==> src/rtl/gon_rr_gather_bus.sv <==
// gon_rr_gather_bus: round-robin gather of tag-matched PE ports into one registered slave port
`ifndef NUMS_PE_COL
`define NUMS_PE_COL 8
`endif
`ifndef XID_BITS
`define XID_BITS 4
`endif
`ifndef DATA_BITS
`define DATA_BITS 16
`endif

module gon_rr_gather_bus #(
   parameter int NUMS_MASTER = `NUMS_PE_COL,
   parameter int ID_SIZE     = `XID_BITS,
   parameter int DATA_WIDTH  = `DATA_BITS,
   parameter int SRC_BITS    = (NUMS_MASTER > 1) ? $clog2(NUMS_MASTER) : 1
)(
   input  logic                          clk,
   input  logic                          rst,
   input  logic [ID_SIZE-1:0]            tag,
   input  logic [NUMS_MASTER-1:0]        master_valid,
   input  logic [NUMS_MASTER*DATA_WIDTH-1:0] master_data,
   output logic [NUMS_MASTER-1:0]        master_ready,
   output logic                          slave_valid,
   input  logic                          slave_ready,
   output logic [DATA_WIDTH-1:0]         slave_data,
   output logic [SRC_BITS-1:0]           slave_src,
   input  logic                          set_id,
   input  logic [ID_SIZE-1:0]            ID_scan_in,
   output logic [ID_SIZE-1:0]            ID_scan_out
);
   logic [ID_SIZE-1:0]     r_id [NUMS_MASTER];
   logic [SRC_BITS-1:0]    r_ptr;
   logic                   r_valid;
   logic [DATA_WIDTH-1:0]  r_data;
   logic [SRC_BITS-1:0]    r_src;
   logic [NUMS_MASTER-1:0] w_elig;
   logic                   w_found;
   logic [SRC_BITS-1:0]    w_win;
   logic                   w_load;
   logic                   w_xfer;
   logic [DATA_WIDTH-1:0]  w_data;

   // a port may compete only while its scanned ID matches the tag and no scan is in progress
   always_comb begin
      for (int i = 0; i < NUMS_MASTER; i++)
         w_elig[i] = master_valid[i] & (r_id[i] == tag) & ~set_id;
   end

   // first eligible port at or after the pointer, wrapping around
   always_comb begin
      w_found = 1'b0;
      w_win   = '0;
      for (int k = 0; k < NUMS_MASTER; k++) begin
         if (!w_found && w_elig[(int'(r_ptr) + k) % NUMS_MASTER]) begin
            w_found = 1'b1;
            w_win   = SRC_BITS'((int'(r_ptr) + k) % NUMS_MASTER);
         end
      end
   end

   assign w_load       = ~r_valid | slave_ready;
   assign w_xfer       = w_found & w_load;
   assign w_data       = master_data[int'(w_win)*DATA_WIDTH +: DATA_WIDTH];
   assign master_ready = w_xfer ? (NUMS_MASTER'(1) << w_win) : '0;
   assign slave_valid  = r_valid;
   assign slave_data   = r_data;
   assign slave_src    = r_src;
   assign ID_scan_out  = r_id[NUMS_MASTER-1];

   // ID scan chain enters at port 0 and shifts toward the last port
   always_ff @(posedge clk or negedge rst) begin
      if (!rst) begin
         for (int i = 0; i < NUMS_MASTER; i++) r_id[i] <= '0;
      end else if (set_id) begin
         r_id[0] <= ID_scan_in;
         for (int i = 1; i < NUMS_MASTER; i++) r_id[i] <= r_id[i-1];
      end
   end

   // output register and round-robin pointer; a transfer replaces the word in place
   always_ff @(posedge clk or negedge rst) begin
      if (!rst) begin
         r_valid <= 1'b0;
         r_data  <= '0;
         r_src   <= '0;
         r_ptr   <= '0;
      end else if (w_xfer) begin
         r_valid <= 1'b1;
         r_data  <= w_data;
         r_src   <= w_win;
         r_ptr   <= (int'(w_win) == NUMS_MASTER - 1) ? '0 : w_win + SRC_BITS'(1);
      end else if (slave_ready) begin
         r_valid <= 1'b0;
      end
   end
endmodule

==> config.mk <==
export PLATFORM = sky130hd
export DESIGN_NAME = gon_rr_gather_bus
export DESIGN_NICKNAME = d
export VERILOG_FILES = /design/src/rtl/gon_rr_gather_bus.sv
export SDC_FILE = /design/constraint.sdc
export NUM_CORES = 1
export LEC_CHECK = 0
export ABC_AREA = 1
export CAP_MARGIN = 10
export CORE_MARGIN = 2
export CORE_UTILIZATION = 46
export CTS_BUF_LIST = sky130_fd_sc_hd__clkbuf_16
export DETAILED_ROUTE_END_ITERATION = 7
export PLACE_DENSITY_LB_ADDON = 0.2
export SYNTH_ARGS = -nofsm -noshare
export SYNTH_HDL_FRONTEND = slang
export SYNTH_SLANG_ARGS = --single-unit
==> constraint.sdc <==
create_clock -name clk -period 4.7 [get_ports clk]
set_input_delay 0.705 -clock clk [delete_from_list [all_inputs] [get_ports clk]]
set_output_delay 0.705 -clock clk [all_outputs]
set_load 0.005 [all_outputs]
## Yosys cells after proc, flatten, opt, wreduce, memory -nomap -nowiden

Index checks and enable logic that the tools add are counted.

- Flip-flop bits (word level): 55
- Input port bits: 148
- Output and inout bits: 32

- Equal/unequal tests: 9
- Shifts and indexed selects: 2
- Bitwise operators: 27
- Order comparisons: 8
- Muxes and demuxes: 43
- $add $sub $neg: 8
- Reductions and logical operators: 22

Operators by type and width:

| cell | count |
|---|---|
| $shiftx A128 B8 Y16 | 1 |
| $lt A4 B5 Y1 const B | 7 |
| $eq A4 B4 Y1 | 8 |
| $mux W3 | 9 |
| $mux W1 | 25 |
| $bmux W1 S3 | 8 |
| $reduce_or A3 Y1 | 7 |
| $and A1 B1 Y1 | 17 |
| $add A3 B3 Y3 const B | 4 |
| $mux W8 | 1 |
| $shl A1 B3 Y8 const A | 1 |
| $and A1 B1 Y1 const A | 7 |
| $logic_and A1 B1 Y1 | 7 |
| $logic_not A1 Y1 | 7 |
| $add A3 B1 Y3 const B | 2 |
| $add A3 B2 Y3 const B | 2 |
| $lt A3 B4 Y1 const B | 1 |
| $eq A3 B1 Y1 const B | 1 |
| $not A1 Y1 | 2 |
| $reduce_bool A2 Y1 | 1 |
| $or A1 B1 Y1 | 1 |

## Longest topological paths before layout

Gate-level depths: netlist (run 1).

- Depth in word-level cells: 29
- Gate-level depth with buffers: 26
- Depth with buffers taken out: 23

## Worst setup path after synthesis (run 1)

No wires, ideal clock.

- Path type: flip-flop to output port
- Start point: reg r_ptr[1]
- End point: out master_ready[7]
- Required time: 3.995 ns
- Path slack: 1.119 ns
- Data arrival time: 2.876 ns
- Cell stages (with the launch flop): 20
- Cell sequence: dfrtp_1 clkinv_1 ha_1 inv_1 nand3_1 nand3_2 nand2_4 nor2_8 nand4_4 nor2_4 nand2_2 nand3b_4 nand2_2 buf_6 buf_6 inv_1 ha_1 ha_1 inv_1 nor2_1

- Cells in the longest elaborated chain, start to end: 26

Ends and longest elaborated chain:

| item | RTL line | text |
|---|---|---|
| from (decl) | 33 | `logic [SRC_BITS-1:0] r_ptr;` |
| from (signal assigned) | 92 | `r_ptr <= (int'(w_win) == NUMS_MASTER - 1) ? '0 : w_win + SRC_BITS'(1);` |
| $add A3 B1 Y3 / $bmux W1 S3 (equally long branches) | 55 | `if (!w_found && w_elig[(int'(r_ptr) + k) % NUMS_MASTER]) begin` |
| $bmux W1 S3 / $mux W1 (equally long branches) | 55 |  |
| $mux W1 (implied by the code) | 55 |  |
| $mux W1 (implied by the code) / $logic_not A1 Y1 (equally long branches) | 55 |  |
| $logic_and A1 B1 Y1 | 55 |  |
| $mux W1 | 55 |  |
| $logic_not A1 Y1 | 55 |  |
| $logic_and A1 B1 Y1 | 55 |  |
| (+11 left out) | -- |  |
| $logic_and A1 B1 Y1 | 55 |  |
| $mux W1 | 55 |  |
| $logic_not A1 Y1 | 55 |  |
| $logic_and A1 B1 Y1 | 55 |  |
| $mux W3 (*) | 55 |  |
| net w_win[0] | 39 | `logic [SRC_BITS-1:0] w_win;` |
| $shl A1 B3 Y8 (*) | 65 | `assign master_ready = w_xfer ? (NUMS_MASTER'(1) << w_win) : '0;` |
| $mux W8 (*) | 65 |  |
| to (decl) | 23 | `output logic [NUMS_MASTER-1:0] master_ready,` |

Mark *: on every way through the listed nets, which the timed path passes. The rest lies on a longest branch. The select of a mux whose other input is x is not followed.

## Worst setup path in the final report (run 1)

- Start point: reg r_ptr[1]
- End point: out master_ready[3]

- Cells in the longest elaborated chain, start to end: 26

Ends and longest elaborated chain:

| item | RTL line |
|---|---|
| $add A3 B1 Y3 / $bmux W1 S3 (equally long branches) | 55, 57 |
| $bmux W1 S3 / $mux W1 (equally long branches) | 55 |
| $mux W1 (implied by the code) | 55 |
| $mux W1 (implied by the code) / $logic_not A1 Y1 (equally long branches) | 55 |
| $logic_and A1 B1 Y1 | 55 |
| $mux W1 | 55 |
| $logic_not A1 Y1 | 55 |
| $logic_and A1 B1 Y1 | 55 |
| (+10 left out) | -- |
| $logic_not A1 Y1 | 55 |
| $logic_and A1 B1 Y1 | 55 |
| $mux W1 | 55 |
| $logic_not A1 Y1 | 55 |
| $logic_and A1 B1 Y1 | 55 |
| $mux W3 / $mux W1 (equally long branches) | 55 |
| $shl A1 B3 Y8 / $and A1 B1 Y1 (equally long branches) | 65, 63 |
| $mux W8 (*) | 65 |

Mark *: on every way between the ends. The rest lies on a longest branch, timed or not. The select of a mux whose other input is x is not followed.

==> impl_summary.log, run 1 <==
INFO  metric num_io_pins = 180
INFO  metric clock_tree.buffer_depth = 2
INFO  metric grt_max_degree = 65
INFO  metric worst_clock_skew = 0.00378 ns
INFO  metric n_fill_cell = 938
INFO  metric cts.reportedPaths.clkPinSlew = 0.07 ns
INFO  metric routed_wl = 17100 µm
INFO  metric dominantRegCellSynth = sky130_fd_sc_hd__dfrtp_1
INFO  metric cts_tree = built
INFO  metric fp.dieArea = 11400 µm²
INFO  metric worst-endpoint-required = 3.99 ns
INFO  metric timing.setup.critical_path_class = reg2out
INFO  metric status = finished, final reports clean
INFO  metric maxCapViolCount = 0
INFO  metric critPathLaunchType = register
INFO  metric antenna_cells_inserted = 0
INFO  metric drt-wirelength-per-cell = 16.2 µm
INFO  metric setup_repair_after_global_routing_missed_its_margin = no
INFO  metric globalplace.congestion = 0.940
INFO  metric drt-pass1-iter-count = 6
INFO  metric detailed_place_hpwl = 12800 µm
INFO  metric post-route-min-period = 4.41 ns
INFO  metric final_core_utilization = 66.0%
INFO  metric drt_iter0_drc = 727
INFO  metric root_buffer = sky130_fd_sc_hd__clkbuf_16
INFO  metric max_transition_margin = 53.6%
INFO  metric viasPerCell = 5.46
INFO  metric post-synth-top-area-cell = sky130_fd_sc_hd__dfrtp_1
INFO  metric synth-warning-count = 0
INFO  metric asyncSetResetFlopFracSynth = 100%
INFO  metric syn-num-nets = 926
INFO  metric synth_most_common_cell = sky130_fd_sc_hd__nand2_1
INFO  metric syn_area = 4850 µm²
INFO  metric ys_types = 33
INFO  metric number_of_enable_type_register_cells_in_the_synthesized_netlist = 0
INFO  metric area.growth.synth_to_final = 40.0%
INFO  metric design.final.nets = 1077
INFO  metric timing.final.ws_setup = 0.286 ns
INFO  metric netlist_top_cells_area = sky130_fd_sc_hd__dfrtp_1, sky130_fd_sc_hd__nand2_1, sky130_fd_sc_hd__nand3_1
INFO  metric critical_path.endpoint_type = output pin
INFO  metric die_width = 107 µm
INFO  metric overflow = 0
INFO  metric synth_seq_area_share = 28.4%
INFO  metric drive_above_1_share = 7.38%
INFO  metric first_global_vias = 5175
INFO  metric cts_hold_buf = 0
INFO  metric slew_viol_final = 0
INFO  metric tritoncts.num_buffers = 5
INFO  metric arrival = 3.71 ns
INFO  metric floorplan.rows = 37
INFO  metric clk_latency = 0.29 ns
INFO  metric number_of_design_rule_violations_left_after_detail_routing = 0
INFO  metric die_y_extent = 107 µm
INFO  metric timing.final.hold_violations = 0
INFO  metric cts_max_level = 2
INFO  metric grt_pass1_wl = 26000 µm
INFO  metric place_worst_setup_slack = -0.0777 ns
INFO  metric port-buffer-count = 179
INFO  metric postSynthRegisterBits = 55
INFO  metric critical_path.max_fanout = 10
INFO  metric worst_hold_path_type = reg2reg
INFO  metric worst_max_slew_pin_slew = 0.696 ns
INFO  metric dr_total_vias = 5775
INFO  metric initial_core_util = 47.2%
INFO  metric synth_area_per_cell = 6.30 µm²
INFO  metric core_area = 10300 µm²
INFO  metric synth.cells.most_frequent = sky130_fd_sc_hd__nand2_1, sky130_fd_sc_hd__nand3_1, sky130_fd_sc_hd__dfrtp_1
INFO  metric clkSinkCount = 55
INFO  metric drt.antenna.violating_nets = 0
INFO  metric area_share_of_the_largest_cell_type_after_synthesis = 28.4%
INFO  metric timing.final.setup_violations = 0
INFO  metric antenna_found_initial = 0
INFO  metric max_freq = 227 MHz
INFO  metric post-route-period-util = 93.9%
INFO  metric postSynthCellCount = 770
INFO  metric track_usage = 28.6%
[layout make-up]
cell class,instances,area [µm²],area share [%]
sequential,55,1380,20.3
clock buffer,5,125,1.84
inverter,57,229,3.37
clock inverter,3,18.8,0.276
timing repair buffer,198,1980,29.2
tap,136,170,2.51
multi-input combinational,604,2890,42.5
[state kept, by name (all words and copies together) (netlist names)]
| register | count |
|---|---|
| r_id | 28 |
| r_ptr | 3 |
| slave_valid | 1 |
| slave_src | 3 |
| ID_scan_out | 4 |
| slave_data | 16 |
[through the flow]
step	hold slack [ns]	instances	instance area, µm²	setup TNS, ns
2_1_floorplan	0.409	770	4850	0
3_3_place_gp	0.463	1048	6560	-0.0906
3_5_place_dp	0.468	1048	6560	-0.0840
4_1_cts	0.490	1056	6710	0
5_1_grt	0.510	1058	6790	0
6_report	0.487	1058	6790	0
[final timing paths]
check | startpoint | endpoint | depth (start not counted) | slack (ns)
max | r_ptr[1]$_DFFE_PN0P_ | master_ready[3] | 18 | 0.29
min | slave_data[13]$_DFFE_PN0P_ | slave_data[13]$_DFFE_PN0P_ | 2 | 0.49
max reg2reg | r_ptr[1]$_DFFE_PN0P_ | slave_data[14]$_DFFE_PN0P_ | 18 | 1.09
min reg2reg | slave_data[13]$_DFFE_PN0P_ | slave_data[13]$_DFFE_PN0P_ | 2 | 0.49
max in group asynchronous | rst | r_ptr[1]$_DFFE_PN0P_ | 2 | 3.66
min in group asynchronous | rst | ID_scan_out[3]$_DFFE_PN0P_ | 2 | 0.53
[cells in the final DEF, fill, tap and decap left out, types with 2 or more instances in the layout]
cell / count
sky130_fd_sc_hd__nand3_1: 203
sky130_fd_sc_hd__inv_1: 48
sky130_fd_sc_hd__nor3_1: 4
sky130_fd_sc_hd__nor3_2: 2
sky130_fd_sc_hd__dfrtp_1: 54
sky130_fd_sc_hd__nor2_1: 24
sky130_fd_sc_hd__nand4_1: 9
sky130_fd_sc_hd__nand2_1: 272
sky130_fd_sc_hd__clkinv_2: 2
sky130_fd_sc_hd__clkdlybuf4s50_1: 166
sky130_fd_sc_hd__nand2_4: 2
sky130_fd_sc_hd__buf_4: 16
sky130_fd_sc_hd__nand2_2: 5
sky130_fd_sc_hd__nor2_2: 7
sky130_fd_sc_hd__nor2_4: 2
sky130_fd_sc_hd__nand3_2: 8
sky130_fd_sc_hd__dlymetal6s2s_1: 12
sky130_fd_sc_hd__inv_4: 4
sky130_fd_sc_hd__buf_6: 2
sky130_fd_sc_hd__o21ai_1: 6
sky130_fd_sc_hd__a21oi_1: 2
sky130_fd_sc_hd__o21ai_0: 39
sky130_fd_sc_hd__clkbuf_16: 5
sky130_fd_sc_hd__ha_1: 8
sky130_fd_sc_hd__xor2_1: 2
sky130_fd_sc_hd__inv_2: 3
[timing repair]
action,in CTS,in global routing
setup endpoints to repair,2,8
setup buffers,0,2
resized for setup,2,27
pin swaps,0,1
[layer usage]
layer  routed length, µm  share of wire, %  GRT usage, %
met4                 512               3.0          9.28
met3                1510               8.8          5.96
met2                7650                45          45.9
met5                   0                 0             0
met1                7440                43          38.8
[kinds of logic (layout without fill, tap and decap cells)]
logic type	Yosys count	after routing	synth area share, %
AO/OA/AOI/OAI	51	51	5.55
XOR/XNOR	3	3	0.542
adder cells (fa/ha/maj)	8	8	2.06
buffers and inverters	111	263	12.7
flip-flops	55	55	28.4
AND/OR/NAND/NOR	542	542	50.8
[worst max-delay path, stage by stage (launching register included)]
cell and delay [ns]:
sky130_fd_sc_hd__dfrtp_2 0.46, sky130_fd_sc_hd__clkinv_1 0.11, sky130_fd_sc_hd__ha_1 0.38, sky130_fd_sc_hd__inv_1 0.24
sky130_fd_sc_hd__nand3_1 0.17, sky130_fd_sc_hd__nand3_2 0.13, sky130_fd_sc_hd__nand2_4 0.09, sky130_fd_sc_hd__nor2_8 0.12
sky130_fd_sc_hd__nand4_4 0.10, sky130_fd_sc_hd__nor2_4 0.20, sky130_fd_sc_hd__buf_4 0.15, sky130_fd_sc_hd__nand2_1 0.06
sky130_fd_sc_hd__nand2_1 0.08, sky130_fd_sc_hd__nand2_1 0.10, sky130_fd_sc_hd__inv_2 0.19, sky130_fd_sc_hd__ha_1 0.17
sky130_fd_sc_hd__inv_1 0.04, sky130_fd_sc_hd__nor2_1 0.10, sky130_fd_sc_hd__clkdlybuf4s50_1 0.52
Power of run 1 is not shown: default switching activity piles up to over one toggle a cycle in this logic, so the estimate is an artifact.
==> inputs of run 2 (changes only) <==
Settings changed: GPL_TIMING_DRIVEN set to 0.
==> run 2 against run 1 <==
  * Clock-buffer cell count unchanged
  * Sequential share of layout area is 0.78 points lower
  * Non-clock buffer count increased by 37
  * Via count is 2.3% higher
  * Final cell count rose by 3.5%
  * First-iteration DRC count decreased by 24%
  * Global-route usage rose by 2.2 points
  * Largest cell class unchanged
==> impl_summary.log, run 2 (same netlist as run 1, synthesis figures left out) <==
INFO  metric tritoncts.num_buffers = 5 (unchanged)
INFO  metric post-route-min-period = 4.50 ns (was 4.41 ns)
INFO  metric drt-wirelength-per-cell = 16.4 µm (was 16.2 µm)
INFO  metric final_cell_mix = sky130_fd_sc_hd__nand2_1, sky130_fd_sc_hd__nand3_1, sky130_fd_sc_hd__clkdlybuf4s50_1 (unchanged)
INFO  metric drive_above_1_share = 10.5% (was 7.38%)
INFO  metric initial_core_util = 47.2% (unchanged)
INFO  metric overflow = 0 (unchanged)
INFO  metric area.growth.synth_to_final = 45.4% (was 40.0%)
INFO  metric detailed_place_hpwl = 14000 µm (was 12800 µm)
INFO  metric number_of_design_rule_violations_left_after_detail_routing = 0 (unchanged)
INFO  metric cts_tree = built (unchanged)
INFO  metric die_width = 107 µm (unchanged)
INFO  metric multi_input_area = 2900 µm² (was 2890 µm²)
INFO  metric timing.final.hold_violations = 0 (unchanged)
INFO  metric leading_cell_type_in_the_layout_fill_and_taps_excluded = sky130_fd_sc_hd__nand2_1 (unchanged)
INFO  metric cts.reportedPaths.clkPinSlew = 0.07 ns (about the same)
INFO  metric largest_register_ffs = 28 (unchanged)
INFO  metric clk_latency = 0.29 ns (about the same)
INFO  metric worst_hold_path_type = in2async (was reg2reg)
INFO  metric drt_iter0_drc = 556 (was 727)
INFO  metric grt_pass1_wl = 27500 µm (was 26000 µm)
INFO  metric timing.final.setup_violations = 0 (unchanged)
INFO  metric clkSinkCount = 55 (unchanged)
INFO  metric timing.setup.critical_path_class = in2out (was reg2out)
INFO  metric status = finished, final reports clean (unchanged)
INFO  metric grt_max_degree = 43 (was 65)
INFO  metric track_usage = 30.8% (was 28.6%)
INFO  metric final_core_utilization = 68.6% (was 66.0%)
INFO  metric globalplace.congestion = 0.931 (was 0.940)
INFO  metric antenna_cells_inserted = 0 (unchanged)
INFO  metric worst_max_slew_pin_slew = 0.546 ns (was 0.696 ns)
INFO  metric first_global_vias = 5260 (was 5175)
INFO  metric drt.antenna.violating_nets = 0 (unchanged)
INFO  metric slew_viol_final = 0 (unchanged)
INFO  metric max_transition_margin = 63.6% (was 53.6%)
INFO  metric max_flop_register = r_id (unchanged)
INFO  metric setup_tns = 0 ns (unchanged)
INFO  metric final.hold.worst_slack = 0.308 ns (was 0.487 ns)
INFO  metric worst_clock_skew = 0.00571 ns (was 0.00378 ns)
INFO  metric maxCapViolCount = 0 (unchanged)
INFO  metric viasPerCell = 5.39 (was 5.46)
INFO  metric worst-endpoint-required = 3.99 ns (about the same)
INFO  metric critical_path.max_fanout = 10 (unchanged)
INFO  metric fp.dieArea = 11400 µm² (unchanged)
INFO  metric n_fill_cell = 917 (was 938)
INFO  metric dr_total_vias = 5907 (was 5775)
INFO  metric die_y_extent = 107 µm (unchanged)
INFO  metric design.final.nets = 1114 (was 1077)
INFO  metric cts_hold_buf = 0 (unchanged)
INFO  metric port-buffer-count = 175 (was 179)
INFO  metric clock_tree.buffer_depth = 2 (unchanged)
INFO  metric post-route-period-util = 95.7% (was 93.9%)
INFO  metric ff_latch_area = 1380 µm² (about the same)
INFO  metric critPathLaunchType = input port (was register)
INFO  metric arrival = 3.79 ns (was 3.71 ns)
INFO  metric antenna_found_initial = 0 (unchanged)
INFO  metric num_io_pins = 180 (unchanged)
INFO  metric core_area = 10300 µm² (unchanged)
INFO  metric cts_max_level = 2 (unchanged)
INFO  metric drt-pass1-iter-count = 6 (unchanged)
INFO  metric critical_path.endpoint_type = output pin (unchanged)
INFO  metric max_freq = 222 MHz (was 227 MHz)
INFO  metric root_buffer = sky130_fd_sc_hd__clkbuf_16 (unchanged)
INFO  metric floorplan.rows = 37 (unchanged)
INFO  metric routed_wl = 17900 µm (was 17100 µm)
[run 2: cell types whose count changed in the layout (fill, tap and decap cells not counted), moves of 4 or more]
| cell | delta |
|---|---|
| sky130_fd_sc_hd__buf_2 | +10 |
| sky130_fd_sc_hd__buf_4 | +4 |
| sky130_fd_sc_hd__buf_6 | +13 |
| sky130_fd_sc_hd__clkbuf_1 | +10 |
| sky130_fd_sc_hd__dlygate4sd2_1 | +6 |
| sky130_fd_sc_hd__dlymetal6s2s_1 | -12 |
[run 2: per-stage QoR]
step                setup slack (ns)  area (µm²)  cells
global placement              -0.292        6770   1081
floorplan                       1.12        4850    770
finish                         0.202        7050   1095
CTS                           0.0222        6990   1095
detailed placement            -0.343        6790   1082
global route                -0.00627        7050   1095
[run 2: timing repair]
item,4_1_cts,5_1_grt
gates cloned,0,1
setup buffers,5,0
pin swaps,3,3
resized for setup,11,24
setup endpoints to repair,8,8
[run 2: final timing paths]
path                                            start                          to  slack (ns)  cells after the start
max                                            set_id             master_ready[7]        0.20                     22
min                                               rst  ID_scan_out[1]$_DFFE_PN0P_        0.31                      1
max reg2reg                      r_ptr[0]$_DFFE_PN0P_  slave_data[11]$_DFFE_PN0P_        1.22                     21
min reg2reg                slave_data[10]$_DFFE_PN0P_  slave_data[10]$_DFFE_PN0P_        0.48                      2
max in group asynchronous                         rst   slave_data[6]$_DFFE_PN0P_        3.87                      2
min in group clk           slave_data[10]$_DFFE_PN0P_  slave_data[10]$_DFFE_PN0P_        0.48                      2
[run 2: routing by layer]
metal  up-vias  global-route usage (%)  routed length [µm]
met5         -                       0                   0
met4         0                    10.7                 650
met3        50                    4.13                1650
met2       307                    48.7                8050
met1      2662                    43.3                7580
li1       2888                       -                   -
[run 2: area by class of cell]
| class | count | area share, % |
|---|---|---|
| repair buffers | 182 | 25.7 |
| flip-flops and latches | 55 | 19.5 |
| clock inverters | 3 | 0.603 |
| well taps | 136 | 2.41 |
| multi-input cells | 604 | 41.1 |
| clock buffers | 5 | 1.77 |
| plain buffers | 53 | 5.68 |
| inverters | 57 | 3.19 |
[run 2: worst max-delay path, stage by stage]
cell and delay, ns:
sky130_fd_sc_hd__clkdlybuf4s50_1 0.45, sky130_fd_sc_hd__inv_2 0.09, sky130_fd_sc_hd__buf_6 0.14, sky130_fd_sc_hd__nand3_2 0.08, sky130_fd_sc_hd__nor2_2 0.16, sky130_fd_sc_hd__nand3_1 0.14, sky130_fd_sc_hd__nand3_1 0.13, sky130_fd_sc_hd__nand2_2 0.10
sky130_fd_sc_hd__nand2_2 0.10, sky130_fd_sc_hd__nand2_4 0.08, sky130_fd_sc_hd__o21ai_2 0.16, sky130_fd_sc_hd__nor2_1 0.07, sky130_fd_sc_hd__nor2_1 0.13, sky130_fd_sc_hd__nand3_2 0.13, sky130_fd_sc_hd__nand2_4 0.13, sky130_fd_sc_hd__buf_12 0.14
sky130_fd_sc_hd__inv_1 0.06, sky130_fd_sc_hd__ha_1 0.21, sky130_fd_sc_hd__ha_1 0.19, sky130_fd_sc_hd__inv_1 0.06, sky130_fd_sc_hd__nor2_1 0.05, sky130_fd_sc_hd__dlygate4sd2_1 0.30
Power of run 2 is left out for the same reason.
